`src/rtl/axis_pkt_merge.sv`:
```
// AXI-Stream packet merger: concatenates num_pkts input packets into one output
// frame by rewriting TLAST at acceptance, through a registered 2-entry skid buffer.
module axis_pkt_merge #(
  parameter int unsigned DATA_WIDTH = 64,
  parameter int unsigned CNT_WIDTH  = 32,
  localparam int unsigned KEEP_WIDTH = DATA_WIDTH / 8
) (
  input  logic                  AXIS_ACLK,
  input  logic                  AXIS_ARESET,
  input  logic                  S_AXIS_TVALID,
  output logic                  S_AXIS_TREADY,
  input  logic [DATA_WIDTH-1:0] S_AXIS_TDATA,
  input  logic [KEEP_WIDTH-1:0] S_AXIS_TKEEP,
  input  logic                  S_AXIS_TLAST,
  output logic                  M_AXIS_TVALID,
  input  logic                  M_AXIS_TREADY,
  output logic [DATA_WIDTH-1:0] M_AXIS_TDATA,
  output logic [KEEP_WIDTH-1:0] M_AXIS_TKEEP,
  output logic                  M_AXIS_TLAST,
  input  logic [31:0]           cmd,
  input  logic [CNT_WIDTH-1:0]  num_pkts,
  output logic [31:0]           status,
  output logic [CNT_WIDTH-1:0]  pkt_cnt,
  output logic [CNT_WIDTH-1:0]  frame_cnt
);

  typedef enum logic [2:0] {S_IDLE, S_RUN, S_DRAIN, S_DONE, S_PASS} state_t;

  state_t                state_q, state_d;
  logic [CNT_WIDTH-1:0]  pkt_cnt_q, pkt_cnt_d;
  logic [CNT_WIDTH-1:0]  last_idx_q, last_idx_d;
  logic [CNT_WIDTH-1:0]  frame_cnt_q, frame_cnt_d;
  logic                  mid_pkt_q, mid_pkt_d;
  logic                  s_ready_q, s_ready_d;
  logic [31:0]           status_q, status_d;
  logic                  m_valid_q, m_valid_d;
  logic [DATA_WIDTH-1:0] m_data_q, m_data_d;
  logic [KEEP_WIDTH-1:0] m_keep_q, m_keep_d;
  logic                  m_last_q, m_last_d;
  logic                  sk_valid_q, sk_valid_d;
  logic [DATA_WIDTH-1:0] sk_data_q, sk_data_d;
  logic [KEEP_WIDTH-1:0] sk_keep_q, sk_keep_d;
  logic                  sk_last_q, sk_last_d;
  logic [1:0]            occ_q, occ_d;
  logic                  soft_rst, en, pass_req, cont;
  logic                  accept, xfer, frame_final, in_last;
  logic [CNT_WIDTH-1:0]  new_last_idx;
  logic                  unused_cmd_bits;

  assign soft_rst        = cmd[1];
  assign en              = cmd[0];
  assign pass_req        = cmd[2];
  assign cont            = cmd[3];
  assign unused_cmd_bits = ^cmd[31:4];

  assign accept       = s_ready_q & S_AXIS_TVALID;
  assign xfer         = m_valid_q & M_AXIS_TREADY;
  assign occ_q        = 2'(m_valid_q) + 2'(sk_valid_q);
  assign new_last_idx = (num_pkts == '0) ? '0 : num_pkts - CNT_WIDTH'(1);
  assign frame_final  = S_AXIS_TLAST && (pkt_cnt_q == last_idx_q);
  // Rewritten TLAST travels with the beat; passthrough keeps the original.
  assign in_last      = (state_q == S_PASS) ? S_AXIS_TLAST : frame_final;

  always_comb begin
    state_d     = state_q;
    pkt_cnt_d   = pkt_cnt_q;
    last_idx_d  = last_idx_q;
    mid_pkt_d   = mid_pkt_q;
    frame_cnt_d = frame_cnt_q + CNT_WIDTH'(xfer && m_last_q);
    m_valid_d   = m_valid_q;
    m_data_d    = m_data_q;
    m_keep_d    = m_keep_q;
    m_last_d    = m_last_q;
    sk_valid_d  = sk_valid_q;
    sk_data_d   = sk_data_q;
    sk_keep_d   = sk_keep_q;
    sk_last_d   = sk_last_q;

    // Skid buffer: output register refills from skid first, then from input.
    if (xfer || !m_valid_q) begin
      if (sk_valid_q) begin
        m_valid_d  = 1'b1;
        m_data_d   = sk_data_q;
        m_keep_d   = sk_keep_q;
        m_last_d   = sk_last_q;
        sk_valid_d = accept;
        if (accept) begin
          sk_data_d = S_AXIS_TDATA;
          sk_keep_d = S_AXIS_TKEEP;
          sk_last_d = in_last;
        end
      end else begin
        m_valid_d = accept;
        if (accept) begin
          m_data_d = S_AXIS_TDATA;
          m_keep_d = S_AXIS_TKEEP;
          m_last_d = in_last;
        end
      end
    end else if (accept) begin
      sk_valid_d = 1'b1;
      sk_data_d  = S_AXIS_TDATA;
      sk_keep_d  = S_AXIS_TKEEP;
      sk_last_d  = in_last;
    end

    if (accept) mid_pkt_d = !S_AXIS_TLAST;

    case (state_q)
      S_IDLE: begin
        if (pass_req) begin
          state_d = S_PASS;
        end else if (en) begin
          state_d    = S_RUN;
          pkt_cnt_d  = '0;
          last_idx_d = new_last_idx;
        end
      end
      S_RUN: begin
        if (accept && S_AXIS_TLAST) begin
          if (frame_final && cont && en && !pass_req) begin
            pkt_cnt_d  = '0;
            last_idx_d = new_last_idx;
          end else begin
            pkt_cnt_d = pkt_cnt_q + CNT_WIDTH'(1);
            if (frame_final) state_d = S_DRAIN;
          end
        end
      end
      S_DRAIN: if (occ_q == 2'd0) state_d = S_DONE;
      S_DONE:  if (!en) state_d = S_IDLE;
      S_PASS: begin
        if (!pass_req && (accept ? S_AXIS_TLAST : !mid_pkt_q)) state_d = S_IDLE;
      end
      default: state_d = S_IDLE;
    endcase

    if (soft_rst) begin
      state_d     = S_IDLE;
      pkt_cnt_d   = '0;
      last_idx_d  = '0;
      frame_cnt_d = '0;
      mid_pkt_d   = 1'b0;
      m_valid_d   = 1'b0;
      m_data_d    = '0;
      m_keep_d    = '0;
      m_last_d    = 1'b0;
      sk_valid_d  = 1'b0;
      sk_data_d   = '0;
      sk_keep_d   = '0;
      sk_last_d   = 1'b0;
    end

    occ_d     = 2'(m_valid_d) + 2'(sk_valid_d);
    s_ready_d = ((state_d == S_RUN) || (state_d == S_PASS)) && (occ_d != 2'd2);
    status_d  = {28'd0, occ_d != 2'd0, state_d == S_PASS, state_d == S_RUN, state_d == S_DONE};
  end

  always_ff @(posedge AXIS_ACLK or posedge AXIS_ARESET) begin
    if (AXIS_ARESET) begin
      state_q     <= S_IDLE;
      pkt_cnt_q   <= '0;
      last_idx_q  <= '0;
      frame_cnt_q <= '0;
      mid_pkt_q   <= 1'b0;
      s_ready_q   <= 1'b0;
      status_q    <= '0;
      m_valid_q   <= 1'b0;
      m_data_q    <= '0;
      m_keep_q    <= '0;
      m_last_q    <= 1'b0;
      sk_valid_q  <= 1'b0;
      sk_data_q   <= '0;
      sk_keep_q   <= '0;
      sk_last_q   <= 1'b0;
    end else begin
      state_q     <= state_d;
      pkt_cnt_q   <= pkt_cnt_d;
      last_idx_q  <= last_idx_d;
      frame_cnt_q <= frame_cnt_d;
      mid_pkt_q   <= mid_pkt_d;
      s_ready_q   <= s_ready_d;
      status_q    <= status_d;
      m_valid_q   <= m_valid_d;
      m_data_q    <= m_data_d;
      m_keep_q    <= m_keep_d;
      m_last_q    <= m_last_d;
      sk_valid_q  <= sk_valid_d;
      sk_data_q   <= sk_data_d;
      sk_keep_q   <= sk_keep_d;
      sk_last_q   <= sk_last_d;
    end
  end

  assign S_AXIS_TREADY = s_ready_q;
  assign M_AXIS_TVALID = m_valid_q;
  assign M_AXIS_TDATA  = m_data_q;
  assign M_AXIS_TKEEP  = m_keep_q;
  assign M_AXIS_TLAST  = m_last_q;
  assign status        = status_q;
  assign pkt_cnt       = pkt_cnt_q;
  assign frame_cnt     = frame_cnt_q;

endmodule

```
`config.mk`:
```
export PLATFORM = sky130hd
export DESIGN_NAME = axis_pkt_merge
export DESIGN_NICKNAME = d
export VERILOG_FILES = /design/src/rtl/axis_pkt_merge.sv
export SDC_FILE = /design/constraint.sdc
export NUM_CORES = 1
export LEC_CHECK = 0
export BUFFER_PORTS_ARGS = -buffer_cell sky130_fd_sc_hd__buf_2
export CELL_PAD_IN_SITES_DETAIL_PLACEMENT = 1
export CELL_PAD_IN_SITES_GLOBAL_PLACEMENT = 1
export CORE_UTILIZATION = 35
export CTS_CLUSTER_DIAMETER = 150
export CTS_CLUSTER_SIZE = 24
export DETAILED_ROUTE_END_ITERATION = 10
export HOLD_SLACK_MARGIN = 0.12
export PLACE_DENSITY = 0.71
export SYNTH_ARGS = -nofsm -noshare
export SYNTH_HDL_FRONTEND = slang
export SYNTH_SLANG_ARGS = --single-unit
```
`constraint.sdc`:
```
create_clock -name AXIS_ACLK -period 7.09 [get_ports AXIS_ACLK]
set_input_delay 0 -clock AXIS_ACLK [delete_from_list [all_inputs] [get_ports AXIS_ACLK]]
set_output_delay 0 -clock AXIS_ACLK [all_outputs]
set_load 0.05 [all_outputs]
```
; Word level (Yosys, flattened, before mapping)
; Cells that the tools add are included.
[totals]
reg_bits = 253
input_bits = 141
output_inout_bits = 171
[classes]
mux = 59
add_sub_neg = 5
eq_ne = 14
n_reduce_logical = 25
bitwise_logic = 2
[ops]
columns = cell, count
row1 = $mux 64, 8
row2 = $mux 32, 12
row3 = $pmux 32 s2, 2
row4 = $mux 8, 8
row5 = $add 32x1->32, 1
row6 = $add 32x1->32 const B, 1
row7 = $eq 32x32->1, 1
row8 = $logic_not 32->1, 1
row9 = $sub 32x1->32 const B, 1
row10 = $mux 3, 9
row11 = $mux 1, 19
row12 = $ne 3x3->1 const B, 5
row13 = $pmux 3 s5, 1
row14 = $eq 3x2->1 const B, 3
row15 = $logic_and 1x1->1, 8
row16 = $eq 3x1->1 const B, 2
row17 = $eq 3x3->1 const B, 2
row18 = $reduce_bool 2->1, 3
row19 = $reduce_bool 3->1, 2
row20 = $reduce_and 5->1, 1
row21 = $add 1x1->2, 2
row22 = $logic_not 1->1, 4
row23 = $reduce_and 4->1, 1
row24 = $logic_not 3->1, 1
row25 = other kinds (5), 7

; Longest topological paths before layout
; Gate-level depths: netlist of run 1.
[depth]
ltp_word = 12
mapped_depth = 9

; Worst setup path before layout of run 1
; No wires, ideal clock.
[synth_timing]
path_kind = reg-to-reg
startpoint = register pkt_cnt_q[2], in the netlist pkt_cnt[2]
endpoint = register last_idx_q[10]
arrival_ps = 2523
required_time_ps = 6965
path_stages_with_launch = 9
path_slack_ps = 4442
period_less_slack_ps = 2648
setup_ps = 125
cell_sequence = dfrtp_1 -> clkbuf_1 -> xnor2_1 -> nand4_1 -> nor4_1 -> nand3_1 -> o21ai_2 -> buf_2 -> mux2_2
[synth_between]
elab_chain_len = 7
[synth_lines]
columns = item, line
row1 = from (decl), 30  ; logic [CNT_WIDTH-1:0] pkt_cnt_q, pkt_cnt_d;
row2 = from (signal assigned), 178  ; pkt_cnt_q <= pkt_cnt_d;
row3 = $eq 32x32->1, 60  ; assign frame_final = S_AXIS_TLAST && (pkt_cnt_q == last_idx_q);
row4 = $logic_and 1x1->1, 60
row5 = $logic_and 1x1->1 (3 in a row), 121  ; if (frame_final && cont && en && !pass_req) begin
row6 = $ne 3x3->1 (no line), -
row7 = $reduce_and 5->1 (no line), -
row8 = to (signal assigned), 179  ; last_idx_q <= last_idx_d;
row9 = to (decl), 31  ; logic [CNT_WIDTH-1:0] last_idx_q, last_idx_d;
; No other way between the ends.
; A chain may end at the register's enable or synchronous reset.

; Final worst setup path of run 1
[layout_timing]
startpoint = register sk_valid_q
endpoint = register m_data_q[8], in the netlist M_AXIS_TDATA[8]
[layout_between]
elab_chain_len = 3
[layout_lines]
columns = item, line
row1 = from (decl), 40  ; logic sk_valid_q, sk_valid_d;
row2 = from (signal assigned), 188  ; sk_valid_q <= sk_valid_d;
row3 = $mux 64, 81  ; if (sk_valid_q) begin
row4 = $mux 64, 80  ; if (xfer || !m_valid_q) begin
row5 = $mux 64, 138  ; if (soft_rst) begin
row6 = to (signal assigned), 185  ; m_data_q <= m_data_d;
row7 = to (decl), 37  ; logic [DATA_WIDTH-1:0] m_data_q, m_data_d;
; Parallel ways exist; a longest one is shown, timed or not. The select of a mux whose other input is x is not followed.

==> flow_metrics.env, run 1 <==
export IMPL_crit_type="reg -> reg"
export IMPL_rsz0062_at_grt="false"
export IMPL_cts_buffers_inserted=14
export IMPL_cap_violations=0
export IMPL_cts_resized=0
export IMPL_max_stage_delay_ns=0.71
export IMPL_globalRouteOverflowTotal=0
export IMPL_cts_tree="yes"
export IMPL_hold_violations=0
export IMPL_p_switching_uw=919
export IMPL_path_cells="nor2_1 > nor2_4 > buf_4 > buf_4 > nor2_1 > a211oi_1"
export IMPL_synth_fa_ha_area_frac=0.00497
export IMPL_intPower_mw=2.08
export IMPL_cts_max_path_buffers=3
export IMPL_gp_congestion=0.813
export IMPL_slew_viol_final=0
export IMPL_cp_depth=6
export IMPL_synth_compound_area_frac=0.0917
export IMPL_final_net_count=1795
export IMPL_synth_xor_area_frac=0.0786
export IMPL_root_buffer="clkbuf_16"
export IMPL_crit_slowest_cell="dfrtp_4"
export IMPL_period_minus_slack_ns=3.07
export IMPL_antenna_found_initial=0
export IMPL_yosys_cell_types_count=50
export IMPL_fin_cells=2111
export IMPL_combPwrFrac=0.193
export IMPL_netlist_area_mm2=0.0126
export IMPL_switching_share=0.307
export IMPL_critical_path_buf_inv_count=2
export IMPL_grt_usage=0.201
export IMPL_fin_crit_sh=0.433
export IMPL_fmax_ghz=0.326
export IMPL_antenna_cells=0
export IMPL_pin_count=312
export IMPL_crit_family="buffers and inverters"
export IMPL_seq_area_frac_synth=0.503
export IMPL_worstSetupStartpointType="flop"
export IMPL_die_h_um=192
export IMPL_hold_path_class="in -> async"
export IMPL_htree_num_levels=1
export IMPL_fin_setup_tns_ns=0
export IMPL_drtPass1Iterations=4
export IMPL_core_area_mm2=0.0355
export IMPL_rows=69
export IMPL_yosys_area_share_simple=0.187
export IMPL_critPathMaxFanout=66
export IMPL_skew_ns=0.0204
export IMPL_leakagePower_nw=7.03
export IMPL_io_buffers=255
export IMPL_initial_core_util=0.355
export IMPL_peakVddDrop_uv=144
export IMPL_clock_sinks=253
export IMPL_slew_headroom=0.296
export IMPL_max_slew_worst_pin_slew_ns=1.06
export IMPL_viasPerCell=5.05
export IMPL_grt_pass1_vias=11000
export IMPL_drt_iter0_drc=475
export IMPL_die_area_mm2=0.0367
export IMPL_worst_hold_slack_ns=0.124
export IMPL_grt_pass1_wl_um=59400
export IMPL_clockPowerShare=0.292
export IMPL_post_dp_hpwl_um=23600
export IMPL_synth_seq_cells=253
export IMPL_worst_ep_required_time_ns=7.47
export IMPL_drc=0
export IMPL_power_frac_seq=0.515
export IMPL_syn_to_final_growth_pct=27.3
export IMPL_post_route_util=0.452
export IMPL_power_density_mw_per_mm2=187
export IMPL_postSynthAreaPerCell_um2=9.67
export IMPL_synthCells=1302
export IMPL_yosysWarnings=0
export IMPL_dpl_cell_count=1944
export IMPL_vias=10662
export IMPL_synth_mux_area_fraction=0.0875
export IMPL_r2r_cells=6
export IMPL_endpoint_kind="flop"
export IMPL_worst_ep_arrival_time_ns=3.45
export IMPL_insertion_delay_ns=0.50
export IMPL_grt_max_degree=147
export IMPL_wire_per_inst_um=17.8
export IMPL_postRouteWirelength_um=37600
export IMPL_die_w_um=192
export IMPL_antenna_left=0
export IMPL_drive_gt1_frac=0.201
export IMPL_synth_top_family_by_area="simple AND/OR/NAND/NOR gates"
export IMPL_path_clk_slew_ns=0.10
export IMPL_run_status="completed"
export IMPL_setup_viol=0
## kinds of logic (layout without fill, tap and decap cells)
| family | after synthesis | count (layout) |
|---|---|---|
| AOI/OAI and AO/OA | 186 | 186 |
| DFF | 253 | 253 |
| xor gates and xnor gates | 113 | 113 |
| muxes | 106 | 106 |
| adders and majority gates | 5 | 5 |
| other | 1 | 28 |
| buffers and inverters | 123 | 444 |
| and+or+nand+nor | 515 | 515 |
## per-layer routing
metal | track usage | up-vias | share of wire
met2 | 0.341 | 234 | 0.48
met4 | 0.0446 | 0 | 0.018
met1 | 0.273 | 5330 | 0.46
met3 | 0.0269 | 38 | 0.042
li1 | - | 5060 | -
met5 | 0 | - | 0
## placed cells by master, fill, tap and decap left out, types with 3 or more instances in the layout
| master | n |
|---|---|
| o21ai_0 | 10 |
| nor2_1 | 185 |
| ha_1 | 5 |
| nor2b_1 | 7 |
| nor4_1 | 12 |
| or2_2 | 4 |
| buf_4 | 7 |
| a211oi_1 | 75 |
| nand4_1 | 26 |
| dlygate4sd3_1 | 150 |
| nand2_1 | 170 |
| nor2_2 | 3 |
| mux2_2 | 32 |
| nor3_1 | 24 |
| and3_1 | 9 |
| nand2b_1 | 3 |
| or3_1 | 14 |
| inv_1 | 13 |
| dfrtp_1 | 252 |
| buf_2 | 254 |
| o31ai_1 | 3 |
| and4_1 | 8 |
| and2_1 | 3 |
| conb_1 | 28 |
| xnor2_1 | 81 |
| a21oi_1 | 89 |
| nor3b_1 | 3 |
| mux2i_1 | 74 |
| clkbuf_16 | 15 |
| xor2_1 | 32 |
| nand3_1 | 28 |
## area by class of cell
class                      count  area, um^2
tap                          461         577
clock buffer                  16         379
clock inverter                 1        16.3
sequential                   253        6330
inverter                      14        60.1
fill                        4101       19500
timing repair buffer         413        2860
multi-input combinational    953        5800
## power by group through the flow
| stage | combinational, mW | sequential, mW | clock [mW] |
|---|---|---|---|
| 6_report | 0.578 | 1.54 | 0.875 |
| 2_1_floorplan | 0.248 | 1.70 | 0 |
| 5_1_grt | 0.621 | 1.55 | 0.970 |
| 3_5_place_dp | 0.522 | 1.57 | 0 |
| 4_1_cts | 0.578 | 1.54 | 0.920 |
| 3_3_place_gp | 0.512 | 1.57 | 0 |
## flip-flops by register name, indices dropped and copies added (netlist names)
name,cells
M_AXIS_TLAST,1
M_AXIS_TKEEP,8
M_AXIS_TVALID,1
S_AXIS_TREADY,1
frame_cnt,32
last_idx_q,32
sk_last_q,1
M_AXIS_TDATA,64
sk_data_q,64
state_q,3
mid_pkt_q,1
pkt_cnt,32
status,4
sk_valid_q,1
sk_keep_q,8
## timing repair
action	CTS	global route
hold endpoints to repair	314	0
hold buffers	150	0
setup buffers	0	0
## synthesized netlist by cell type (all sizes together)
cell | n | share of area
nor4 | 15 | 0.0096
xor2 | 32 | 0.022
or3 | 14 | 0.0070
nor4b | 2 | 0.0014
and3b | 1 | 0.00070
buf | 52 | 0.026
nand3b | 1 | 0.00060
nand2b | 3 | 0.0015
inv | 14 | 0.0042
o211ai | 1 | 0.00060
mux2 | 32 | 0.029
or4 | 2 | 0.0012
nor3b | 4 | 0.0028
nor3 | 25 | 0.010
xnor2 | 81 | 0.056
mux2i | 74 | 0.059
ha | 5 | 0.0050
nand2 | 170 | 0.051
a21oi | 89 | 0.035
o31a | 1 | 0.00070
clkbuf | 57 | 0.017
or2 | 4 | 0.0020
nor2b | 7 | 0.0035
nand3 | 28 | 0.011
o31ai | 3 | 0.0018
and3 | 9 | 0.0045
and4 | 8 | 0.0056
and2 | 3 | 0.0015
dfrtp | 253 | 0.50
o21a | 2 | 0.0012
or4b | 1 | 0.00080
a41o | 1 | 0.00080
nor2 | 190 | 0.057
o21ai | 12 | 0.0051
a221o | 1 | 0.00080
a211oi | 75 | 0.045
nand4 | 28 | 0.015
conb | 1 | 0.00030
a2111oi | 1 | 0.00070
## worst reg2reg max path, cell delays in order (launching register included)
cell and delay, ns:
dfrtp_4 0.71, nor2_1 0.14, nor2_4 0.37, buf_4 0.61, buf_4 0.69, nor2_1 0.18, a211oi_1 0.26
## path summary, 6_finish.rpt
check / start / to / slack [ns]
max in group asynchronous: AXIS_ARESET / sk_keep_q[6]$_DFFE_PP0P_ / 5.66
worst min register to register: sk_data_q[0]$_DFFE_PP0P_ / sk_data_q[0]$_DFFE_PP0P_ / 0.53
worst max register to register: sk_valid_q$_DFF_PP0_ / M_AXIS_TDATA[8]$_DFFE_PP0P_ / 4.02
worst max-delay path: sk_valid_q$_DFF_PP0_ / M_AXIS_TDATA[8]$_DFFE_PP0P_ / 4.02
worst min-delay path: AXIS_ARESET / M_AXIS_TDATA[48]$_DFFE_PP0P_ / 0.12
min in group AXIS_ACLK: num_pkts[1] / last_idx_q[1]$_DFFE_PP0P_ / 0.18
## stage by stage
step           setup slack (ns)  area [um^2]  power, mW
6_report                   4.02        16000       3.00
5_1_grt                    3.78        16000       3.14
4_1_cts                    4.04        16000       3.04
3_5_place_dp               4.06        14100       2.09
3_3_place_gp               4.15        14100       2.08
2_1_floorplan             0.133        12700       1.95
No activity file was read; power rests on OpenSTA's default activity.
==> run 2, diff against run 1 <==
ABC_AREA = 1   (was unset)
PLACE_DENSITY = 0.73   (was 0.71)
clock period = 2.65 ns   (was 7.09 ns; I/O delays follow)
==> run 2 against run 1 <==
Synthesized area is 4.0% higher. Sequential cell count stayed put. Final cell count is 17% higher. Die area is 4.0% higher. Hold slack better by 0.086 ns. Sequential power grew to 2.7 times the previous value. Register-to-register slack worse by 3.9 ns. Routed wire length is 17% higher. Largest cell class unchanged. Largest power group unchanged. Highest routed layer unchanged.
==> flow_metrics.env, run 2 <==
export IMPL_core_area_mm2=0.0367
export IMPL_post_dp_hpwl_um=29300
export IMPL_leakagePower_nw=7.85
export IMPL_synth_edff_count=0
export IMPL_grt_busiest_layer="met2"
export IMPL_setup_viol=0
export IMPL_wire_per_inst_um=17.8
export IMPL_insertion_delay_ns=0.50
export IMPL_period_minus_slack_ns=2.48
export IMPL_fin_crit_sh=0.937
export IMPL_synthCells=1632
export IMPL_post_route_util=0.452
export IMPL_vias=12458
export IMPL_clock_sinks=253
export IMPL_grt_pass1_wl_um=71500
export IMPL_hold_path_class="in -> reg"
export IMPL_setup_ws_ns=0.166
export IMPL_die_area_mm2=0.0382
export IMPL_cts_tree="yes"
export IMPL_worst_ep_required_time_ns=3.05
export IMPL_seq_area_frac_synth=0.484
export IMPL_initial_core_util=0.357
export IMPL_slew_headroom=0.353
export IMPL_critPathMaxFanout=48
export IMPL_run_status="completed"
export IMPL_die_h_um=195
export IMPL_drtPass1Iterations=5
export IMPL_cts_max_path_buffers=3
export IMPL_die_w_um=195
export IMPL_rows=70
export IMPL_total_power_mw=7.88
export IMPL_nFillCells=4508
export IMPL_worst_ep_arrival_time_ns=2.88
export IMPL_min_delay_path_depth=8
export IMPL_synth_most_common_cell="nand2_1"
export IMPL_crit_type="reg -> reg"
export IMPL_htree_num_levels=1
export IMPL_grt_pass1_vias=13139
export IMPL_fmax_ghz=0.403
export IMPL_yosys_cell_types_count=46
export IMPL_r2r_cells=10
export IMPL_worst_hold_slack_ns=0.210
export IMPL_syn_to_final_growth_pct=26.8
export IMPL_postRouteWirelength_um=44000
export IMPL_final_cell_mix="nand2_1 (399), buf_2 (255), dfrtp_1 (252)"
export IMPL_synth_top_cells_by_area="dfrtp_1 (48%), nand2_1 (11%), o21ai_0 (7.1%)"
export IMPL_viasPerCell=5.05
export IMPL_power_density_mw_per_mm2=475
export IMPL_pin_count=312
export IMPL_hold_violations=0
export IMPL_grt_max_degree=111
export IMPL_gp_congestion=0.864
export IMPL_regArea_mm2=0.00633
export IMPL_synth_async_sr_flop_share=1.00
export IMPL_cts_buffers_inserted=14
export IMPL_peakVddDrop_uv=309
export IMPL_use_met1=0.306
export IMPL_grt_usage=0.232
export IMPL_slew_viol_final=0
export IMPL_final_common_cell="nand2_1"
export IMPL_max_slew_worst_pin_slew_ns=0.971
export IMPL_cap_violations=0
export IMPL_path_clk_slew_ns=0.10
export IMPL_yosys_area_top_type="dfrtp_1"
export IMPL_final_net_count=2140
export IMPL_drive_gt1_frac=0.185
export IMPL_drt_iter0_drc=517
export IMPL_synth_seq_cells=253
export IMPL_yosysWarnings=0
export IMPL_grt_met2_usage=0.385
export IMPL_dpl_cell_count=2315
export IMPL_fin_cells=2467
export IMPL_postSynthAreaPerCell_um2=8.02
export IMPL_multiInputGateArea_mm2=0.00577
export IMPL_use_met3=0.0333
export IMPL_skew_ns=0.0170
export IMPL_synth_top_area_frac=0.484
export IMPL_globalRouteOverflowTotal=0
export IMPL_worstSetupStartpointType="flop"
export IMPL_synth_flop_cell="dfrtp_1"
export IMPL_netlist_area_mm2=0.0131
export IMPL_root_buffer="clkbuf_16"
export IMPL_drc=0
export IMPL_antenna_left=0
export IMPL_pre_cts_slack_ns=0.280
export IMPL_rsz0062_at_grt="false"
export IMPL_io_buffers=255
export IMPL_synth_top_cells_by_count="nand2_1 (400), dfrtp_1 (253), o21ai_0 (185)"
export IMPL_antenna_found_initial=3
export IMPL_endpoint_kind="flop"
==> run 2: cell count changes after synthesis, sizes merged, moves of 34 or more <==
cell	delta
a21oi	-56
a211oi	-72
xnor2	-51
o21ai	+198
nand3	+85
nor2	-34
inv	+144
nand2	+235
mux2i	-46
==> run 2: kinds of logic after synthesis <==
logic type,count (synthesis),synth area share
compound gates,261,0.104
xor+xnor,55,0.0385
fa+ha+maj,5,0.00478
buf+inv,257,0.0881
flops,253,0.484
mux,28,0.0214
other cells,1,0.000286
simple gates,772,0.259
==> run 2: worst paths after layout <==
kind / from / endpoint / slack (ns)
worst max-delay path: pkt_cnt[18]$_DFFE_PP0P_ / last_idx_q[31]$_DFFE_PP0P_ / 0.17
worst min-delay path: num_pkts[6] / last_idx_q[11]$_DFFE_PP0P_ / 0.21
worst max register to register: pkt_cnt[18]$_DFFE_PP0P_ / last_idx_q[31]$_DFFE_PP0P_ / 0.17
worst min register to register: M_AXIS_TDATA[27]$_DFFE_PP0P_ / M_AXIS_TDATA[27]$_DFFE_PP0P_ / 0.48
max in group asynchronous: AXIS_ARESET / sk_data_q[33]$_DFFE_PP0P_ / 1.03
min in group asynchronous: AXIS_ARESET / frame_cnt[21]$_DFF_PP0_ / 0.66
==> run 2: power breakdown <==
part           leakage (nW)  internal, mW  switching [mW]
Combinational          4.18         0.440           0.965
Clock                 0.193          1.04            1.34
Sequential             3.48          3.99          0.0999
==> run 2: critical path, stage by stage (launching register included) <==
cell and delay [ns]:
dfrtp_1 0.50, xnor2_1 0.21, nand2_1 0.07, nor2_1 0.08, nand2_1 0.09, nor2_1 0.29
nand4_1 0.24, nand2_1 0.17, nand2_2 0.19, buf_12 0.25, o21ai_0 0.26
==> run 2: timing repair <==
item,CTS,global route
gates resized for setup,0,8
endpoints found under the setup margin,0,3
hold buffers,129,0
setup buffers,0,3
hold endpoints to repair,354,0
==> run 2: area by class of cell <==
class	count	area share
well taps	468	0.0353
repair buffers	418	0.174
clock inverters	1	0.000980
multi-input cells	1149	0.348
flip-flops and latches	253	0.382
clock buffers	16	0.0228
diodes	4	0.000603
inverters	158	0.0363
==> run 2: per-stage QoR <==
step                TNS, ns  area [um^2]
finish                    0        16600
CTS                       0        16500
global route              0        16600
detailed placement        0        14800
global placement          0        14800
floorplan           -171.95        13200
==> run 2: metal layers <==
layer | wire (um) | up-vias
li1 | - | 5952
met1 | 19600 | 6142
met2 | 21100 | 277
met3 | 1800 | 87
met4 | 1400 | 0
met5 | 0 | -
